## src/rtl/cfg_pkg.sv

```systemverilog
// Shared constants, state encoding and register-bank type for the configuration SPI slave.
package cfg_pkg;
    localparam int          CMD_WRITE_BIT = 7;
    localparam int          ADDR_W        = 2;
    localparam int          NUM_REGS      = 4;
    localparam logic [31:0] DEFAULT_CFG   = 32'h1000_234A;

    typedef enum logic [2:0] {IDLE, CMD, WDATA, RDATA, DROP} state_e;

    typedef logic [NUM_REGS-1:0][7:0] bank_t;
endpackage

```

## src/rtl/sync_edge.sv

```systemverilog
// Two-flop synchronizer for an asynchronous pin, with an edge register producing
// single-cycle rise/fall pulses on the synchronized level.
module sync_edge #(
    parameter logic RST_VAL = 1'b0
) (
    input  logic clk,
    input  logic rst_n,
    input  logic d,
    output logic lvl,
    output logic rise,
    output logic fall
);
    logic meta_q, sync_q, prev_q;
    logic meta_d, sync_d, prev_d;

    always_comb begin
        meta_d = d;
        sync_d = meta_q;
        prev_d = sync_q;
    end

    always_ff @(posedge clk or negedge rst_n) begin
        if (!rst_n) begin
            meta_q <= RST_VAL;
            sync_q <= RST_VAL;
            prev_q <= RST_VAL;
        end else begin
            meta_q <= meta_d;
            sync_q <= sync_d;
            prev_q <= prev_d;
        end
    end

    assign lvl  = sync_q;
    assign rise = sync_q & ~prev_q;
    assign fall = ~sync_q & prev_q;
endmodule

```

## src/rtl/cfg_spi_regs.sv

```systemverilog
// Configuration SPI slave (mode 0) with a shadow/active register bank committed atomically
// at frame end. Read-back over cfg_miso is built only when CFG_READBACK_EN is defined.
module cfg_spi_regs
    import cfg_pkg::*;
(
    input  logic        clk,
    input  logic        reset,
    input  logic        cfg_cs,
    input  logic        cfg_sck,
    input  logic        cfg_mosi,
    output logic        cfg_miso,
    output logic [31:0] cfg_out,
    output logic        cfg_update,
    output logic        frame_err
);
    logic cs_lvl, cs_rise, cs_fall;
    logic sck_lvl, sck_rise, sck_fall;
    logic mosi_s, mosi_rise, mosi_fall;

    sync_edge #(.RST_VAL(1'b1)) u_cs (
        .clk(clk), .rst_n(reset), .d(cfg_cs), .lvl(cs_lvl), .rise(cs_rise), .fall(cs_fall));
    sync_edge #(.RST_VAL(1'b0)) u_sck (
        .clk(clk), .rst_n(reset), .d(cfg_sck), .lvl(sck_lvl), .rise(sck_rise), .fall(sck_fall));
    sync_edge #(.RST_VAL(1'b0)) u_mosi (
        .clk(clk), .rst_n(reset), .d(cfg_mosi), .lvl(mosi_s), .rise(mosi_rise), .fall(mosi_fall));

    logic unused_sync;
    assign unused_sync = ^{cs_lvl, sck_lvl, mosi_rise, mosi_fall};

    state_e            state_q, state_d;
    logic [7:0]        shift_q, shift_d;
    logic [2:0]        bit_cnt_q, bit_cnt_d;
    logic [ADDR_W-1:0] addr_q, addr_d;
    logic              wbyte_q, wbyte_d;
    bank_t             shadow_q, shadow_d;
    bank_t             active_q, active_d;
    logic              update_q, update_d;
    logic              err_q, err_d;
`ifdef CFG_READBACK_EN
    logic [7:0]        tx_q, tx_d;
    logic              first_q, first_d;
`endif

    logic [7:0] cmd_byte;
    logic       byte_done;
    assign cmd_byte  = {shift_q[6:0], mosi_s};
    assign byte_done = sck_rise && (bit_cnt_q == 3'd7);

    always_ff @(posedge clk or negedge reset) begin
        if (!reset) state_q <= IDLE;
        else        state_q <= state_d;
    end

    // cs rise wins over any coincident sck edge: the frame simply ends.
    always_comb begin
        state_d = state_q;
        if (cs_rise) begin
            state_d = IDLE;
        end else begin
            case (state_q)
                IDLE: if (cs_fall) state_d = CMD;
                CMD: if (byte_done) begin
                    if (|cmd_byte[6:2])              state_d = DROP;
                    else if (cmd_byte[CMD_WRITE_BIT]) state_d = WDATA;
                    else                              state_d = RDATA;
                end
                default: state_d = state_q;
            endcase
        end
    end

    always_comb begin
        shift_d   = shift_q;
        bit_cnt_d = bit_cnt_q;
        addr_d    = addr_q;
        wbyte_d   = wbyte_q;
        shadow_d  = shadow_q;
        active_d  = active_q;
        update_d  = 1'b0;
        err_d     = 1'b0;
`ifdef CFG_READBACK_EN
        tx_d      = tx_q;
        first_d   = first_q;
`endif
        if (cs_rise) begin
            bit_cnt_d = 3'd0;
            if (state_q == WDATA) begin
                if (bit_cnt_q != 3'd0) begin
                    err_d = 1'b1;
                end else if (wbyte_q) begin
                    active_d = shadow_q;
                    update_d = 1'b1;
                end
            end else if (state_q == DROP) begin
                err_d = 1'b1;
            end
        end else begin
            if (state_q == IDLE && cs_fall) begin
                shadow_d  = active_q;
                bit_cnt_d = 3'd0;
                wbyte_d   = 1'b0;
            end
            if (state_q != IDLE && sck_rise) begin
                shift_d   = cmd_byte;
                bit_cnt_d = bit_cnt_q + 3'd1;
            end
            if (byte_done && state_q == CMD)
                addr_d = cmd_byte[ADDR_W-1:0];
            if (byte_done && state_q == WDATA) begin
                shadow_d[addr_q] = cmd_byte;
                addr_d           = addr_q + 2'd1;
                wbyte_d          = 1'b1;
            end
`ifdef CFG_READBACK_EN
            if (byte_done && state_q == CMD && !cmd_byte[CMD_WRITE_BIT] && !(|cmd_byte[6:2])) begin
                tx_d    = active_q[cmd_byte[ADDR_W-1:0]];
                addr_d  = cmd_byte[ADDR_W-1:0] + 2'd1;
                first_d = 1'b1;
            end
            // The first fall after the command byte closes its last bit; the byte is already loaded.
            if (state_q == RDATA && sck_fall) begin
                if (bit_cnt_q == 3'd0) begin
                    if (first_q) begin
                        first_d = 1'b0;
                    end else begin
                        tx_d   = active_q[addr_q];
                        addr_d = addr_q + 2'd1;
                    end
                end else begin
                    tx_d = {tx_q[6:0], 1'b0};
                end
            end
`endif
        end
    end

    always_ff @(posedge clk or negedge reset) begin
        if (!reset) begin
            shift_q   <= '0;
            bit_cnt_q <= '0;
            addr_q    <= '0;
            wbyte_q   <= 1'b0;
            shadow_q  <= DEFAULT_CFG;
            active_q  <= DEFAULT_CFG;
            update_q  <= 1'b0;
            err_q     <= 1'b0;
`ifdef CFG_READBACK_EN
            tx_q      <= '0;
            first_q   <= 1'b0;
`endif
        end else begin
            shift_q   <= shift_d;
            bit_cnt_q <= bit_cnt_d;
            addr_q    <= addr_d;
            wbyte_q   <= wbyte_d;
            shadow_q  <= shadow_d;
            active_q  <= active_d;
            update_q  <= update_d;
            err_q     <= err_d;
`ifdef CFG_READBACK_EN
            tx_q      <= tx_d;
            first_q   <= first_d;
`endif
        end
    end

    always_comb begin
        cfg_out    = active_q;
        cfg_update = update_q;
        frame_err  = err_q;
`ifdef CFG_READBACK_EN
        cfg_miso   = (state_q == RDATA) ? tx_q[7] : 1'b0;
`else
        cfg_miso   = 1'b0;
`endif
    end
endmodule

```

## config.mk

```make
export PLATFORM = sky130hd
export DESIGN_NAME = cfg_spi_regs
export DESIGN_NICKNAME = d
export VERILOG_FILES = /design/src/rtl/cfg_pkg.sv /design/src/rtl/sync_edge.sv /design/src/rtl/cfg_spi_regs.sv
export SDC_FILE = /design/constraint.sdc
export NUM_CORES = 1
export LEC_CHECK = 0
export ABC_AREA = 1
export CAP_MARGIN = 20
export CORE_ASPECT_RATIO = 0.9
export CORE_UTILIZATION = 25
export DETAILED_ROUTE_END_ITERATION = 8
export HOLD_SLACK_MARGIN = 0.1
export PLACE_DENSITY = 0.51
export RECOVER_POWER = 100
export SETUP_SLACK_MARGIN = 0.05
export SLEW_MARGIN = 20
export SYNTH_ARGS = -nofsm -noshare
export SYNTH_HDL_FRONTEND = slang
export SYNTH_HIERARCHICAL = 1
export SYNTH_SLANG_ARGS = --single-unit
```

## constraint.sdc

```tcl
create_clock -name clk -period 4 [get_ports clk]
set_input_delay 0.8 -clock clk [delete_from_list [all_inputs] [get_ports clk]]
set_output_delay 0.8 -clock clk [all_outputs]
set_load 0.1 [all_outputs]
```

# ---- Yosys cells after proc, flatten, opt, wreduce, memory -nomap -nowiden
# Cells that the tools add are included.
dict set report classes {
  n_reduce_logical 19
  bitwise_logic 8
  addsub 2
  magnitude_cmp 2
  mux 27
  n_eq_ne 6
}
# operator count
set op_table {}
lappend op_table {{32-bit two-way mux} 3}
lappend op_table {{32-bit bitwise mux} 1}
lappend op_table {{3-bit two-way mux} 7}
lappend op_table {{8-bit demux with 2-bit select} 1}
lappend op_table {{3-bit nonzero test} 4}
lappend op_table {{1-bit two-way mux} 11}
lappend op_table {{8-bit two-way mux} 1}
lappend op_table {{3-bit equality test (second input constant)} 2}
lappend op_table {{1-bit logical AND} 6}
lappend op_table {{3-bit inequality test (second input constant)} 2}
lappend op_table {{3-bit case mux with 2 select lines} 1}
lappend op_table {{2-bit AND reduction} 3}
lappend op_table {{1-bit NOT} 5}
lappend op_table {{5-bit OR reduction} 1}
lappend op_table {{2-bit two-way mux} 2}
lappend op_table {{4-bit AND reduction} 1}
lappend op_table {{2-bit nonzero test} 2}
lappend op_table {{3-bit by 1-bit adder with 3-bit output (second input constant)} 1}
lappend op_table {{1-bit bitwise AND} 3}
lappend op_table {{3-bit by 1-bit equality test with 1-bit output (second input constant)} 1}
lappend op_table {{3-bit by 2-bit equality test with 1-bit output (second input constant)} 1}
lappend op_table {{3-bit zero test} 1}
lappend op_table {{2-bit by 3-bit less-than comparator with 1-bit output (second input constant)} 1}
lappend op_table {{3-bit AND reduction} 1}
lappend op_table {{2 further kinds} 2}
dict set report word_totals {
  reg_bits 90
  word_cells 87
}

# ---- Longest topological paths before layout
dict set report logic_depth {
  ltp_word 7
  ltp_mapped 10
}

# ---- By module
# The synthesis kept the hierarchy.
# mod cells_per_inst instances area_each_um2
set by_module_without_submodules {}
lappend by_module_without_submodules {cfg_spi_regs 541 1 4295.4}
lappend by_module_without_submodules {{sync_edge at u_mosi ...} 7 2 90.1}
lappend by_module_without_submodules {{sync_edge at u_cs} 7 1 93.8}

# ---- Worst setup path after synthesis
# No wires, ideal clock.
dict set report synth_timing {
  kind {register to output}
  from {reg active_q (netlist bit cfg_out[0])}
  to {out cfg_out[0]}
  arrival_time_ns 0.912
  stages_incl_launch_ff 1
  path_slack_ns 2.288
  cell_sequence {dfrtp_1}
}
# element line_no
set synth_lines {}
lappend synth_lines {{start, declared} cfg_spi_regs.sv:36} ;# bank_t active_q, active_d;
lappend synth_lines {{start signal, assigned} cfg_spi_regs.sv:157} ;# active_q <= active_d;
lappend synth_lines {{end, declared} cfg_spi_regs.sv:12} ;# output logic [31:0] cfg_out,
# No word-level cell between the ends.

# ---- Worst setup path after layout
dict set report layout_timing {
  from {reg u_cs.prev_q}
  to {reg active_q (netlist bit cfg_out[19])}
}
dict set report layout_between {
  elab_chain_cells 3
}
# element line_no
set layout_lines {}
lappend layout_lines {{start, declared} sync_edge.sv:13} ;# logic meta_q, sync_q, prev_q;
lappend layout_lines {{start signal, assigned} sync_edge.sv:30} ;# prev_q <= prev_d;
lappend layout_lines {{1-bit NOT} sync_edge.sv:35} ;# assign rise = sync_q & ~prev_q;
lappend layout_lines {{1-bit bitwise AND} sync_edge.sv:35}
lappend layout_lines {{net cs_rise} cfg_spi_regs.sv:16} ;# logic cs_lvl, cs_rise, cs_fall;
lappend layout_lines {{4-bit AND reduction (no source line)} --}
# The timed path passes the listed nets, and every way through them passes these cells.
# A chain may end at the register's enable or synchronous reset.

==> results.ini <==
[floorplanning]
rows = 46
core_um2 = 17700
pin_count = 40
initial_core_util_pct = 25.6
die_h_um = 130
die-area_um2 = 18600
fp.dieW_um = 144

[setup_path]
worstPathRequired_ns = 4.23
critical-path-top-delay-family = buffers and inverters
cp_common_cell = nand2_1
cp-start-kind = register
crit_chain = nor2_2 -> buf_4 -> inv_1 -> nor3_1 -> nand2_2 -> clkinv_2 -> nand2_1 -> nand2_1
max_stage_delay_ns = 0.98
crit_type = reg -> reg
worstReg2RegStart = u_cs/prev_q
r2r_cells = 8
reg2reg_to = cfg_out[19]
r2r_setup_slack_ns = 1.05
crit_path_end_kind = register
cp_num_buf_inv = 3
critPathSlowestCell = inv_1
critPathMaxFanout = 40
cp.depth = 8
cp_data_arrival_time_ns = 3.18

[synth]
syn_area_per_cell_um2 = 8.15
synth_area_um2 = 4520
ys_warn_count = 6
synthCells = 555
synth_nets = 567

[run_status]
failed_checks = capacitance limit, slew limit
outcome = finished with violations

[global_routing]
overflow = 0
grt_pass1_vias = 3762
gr-usage-all-layers_pct = 13.7
grt_pass1_wl_um = 19700
grt_max_degree = 69
grt_antenna_before_repair = 0

[timing]
maxSlewViolCount = 69
fmax_mhz = 339
fin_tns_setup_ns = 0
relSlewSlack_pct = -15.9
hold_violations = 0
worst_pin_slew_ns = 1.74
rsz0062_at_grt = no
holdWs_ns = 0.350
layout_min_cycle_time_ns = 2.95
finClkSkew_ns = 0.00761
finalCritPeriodShare_pct = 73.7
setup_violations = 0
setup_slack_ns = 1.05

[placement]
place_congestion = 0.763
place_worst_setup_slack_ns = 1.44
dp_hpwl_um = 7530
port_buffers = 38

[power]
peakVddDrop_uv = 217
p_per_area_nw_per_um2 = 467
leakagePower_nw = 2.66

[finish]
num_antenna_cells = 0
drive_above_1_share_pct = 9.17
fin_nets = 585
area_growth_pct = 17.7
postLayoutCoreUtil_pct = 30.1
n_fill_cell = 1926

[route]
wirelength_um = 12000
drtIter0Drc = 236
first_pass_iters = 5
vias = 3808
drtAntennaViolNets = 0
vias_per_cell = 4.66
drc_errors = 0
wire_per_inst_um = 14.7

[clocking]
numClockSinks = 90
worst_skew_pair.late_latency_ns = 0.34
clk_pin_slew_ns = 0.07
cts_resized = 0
numCtsBuffers = 9
cts_tree = yes
holdBufCountCts = 0
clk_path_buf_depth = 2
htreeDepth = 3
clockRootBuffer = clkbuf_16
post_cts_buffers = 0

[min_path]
min-delay-start = u_sck/meta_q
whs_path_depth = 0
holdPathEnd = u_sck/lvl
hold_path.class = reg -> reg

[job]
cap_violations = 1

final cells by class:
cell class	instances	area (um^2)	area share [%]
Clock buffer	11	233	4.37
Clock inverter	5	103	1.93
Inverter	23	87.6	1.65
Multi-Input combinational cell	406	1910	35.9
Sequential cell	90	2270	42.7
Tap cell	240	300	5.64
Timing Repair Buffer	43	417	7.83
worst max path at each step:
stage	slack, ns	to	start
after floorplan	2.29	cfg_out[0]	cfg_out[0]
after global placement	1.47	cfg_out[1]	u_cs/lvl
after detailed placement	1.44	cfg_out[3]	u_cs/lvl
after CTS	1.15	cfg_out[28]	cfg_out[28]
after global routing	0.58	shadow_q[14]	reset
final	1.05	cfg_out[19]	u_cs/prev_q
worst register-to-register path, cell delays in order (launching register included):
cell and delay (ns):
dfstp_1 0.54, nor2_2 0.05, buf_4 0.25, inv_1 0.99, nor3_1 0.20, nand2_2 0.13
clkinv_2 0.41, nand2_1 0.21, nand2_1 0.07
state kept, by name, indices dropped and copies added (netlist names), 2 cells and up:
name       flops
shift_q        7
addr_q         2
state_q        3
bit_cnt_q      3
shadow_q      32
cfg_out       32
layout by cell type (no fill, tap or decap), types with 4 or more instances in the layout:
cell / n
clkbuf_16: 9
dfrtp_1: 73
dfstp_2: 15
dlygate4sd3_1: 37
ha_1: 7
inv_1: 21
nand2_1: 224
nand2_2: 5
nand3_1: 98
nand3_2: 4
nand4_1: 33
nor2_1: 7
o21ai_0: 11
report_power, final:
part	switching (mW)	total (mW)	internal (mW)
logic	0.402	0.492	0.0900
clock network	0.359	0.970	0.610
registers	0.0545	1.02	0.969
total	0.816	2.49	1.67
stage by stage:
stage                     area, um^2  power, mW  cells
after global routing            5320       2.61    818
after floorplan                 4520       1.41    555
after detailed placement        5000       1.55    801
final                           5320       2.49    818
after CTS                       5340       2.54    817
after global placement          5000       1.54    801
routing by layer:
metal	global-route usage (%)	wire (um)	part of all wire [%]	vias up
li1	-	-	-	1855
met1	18.1	5750	48	1836
met2	22.4	5630	47	102
met3	2.85	473	3.9	15
met4	4.57	151	1.3	0
met5	0	0	0	-
Power figures use the tool's default switching activity.
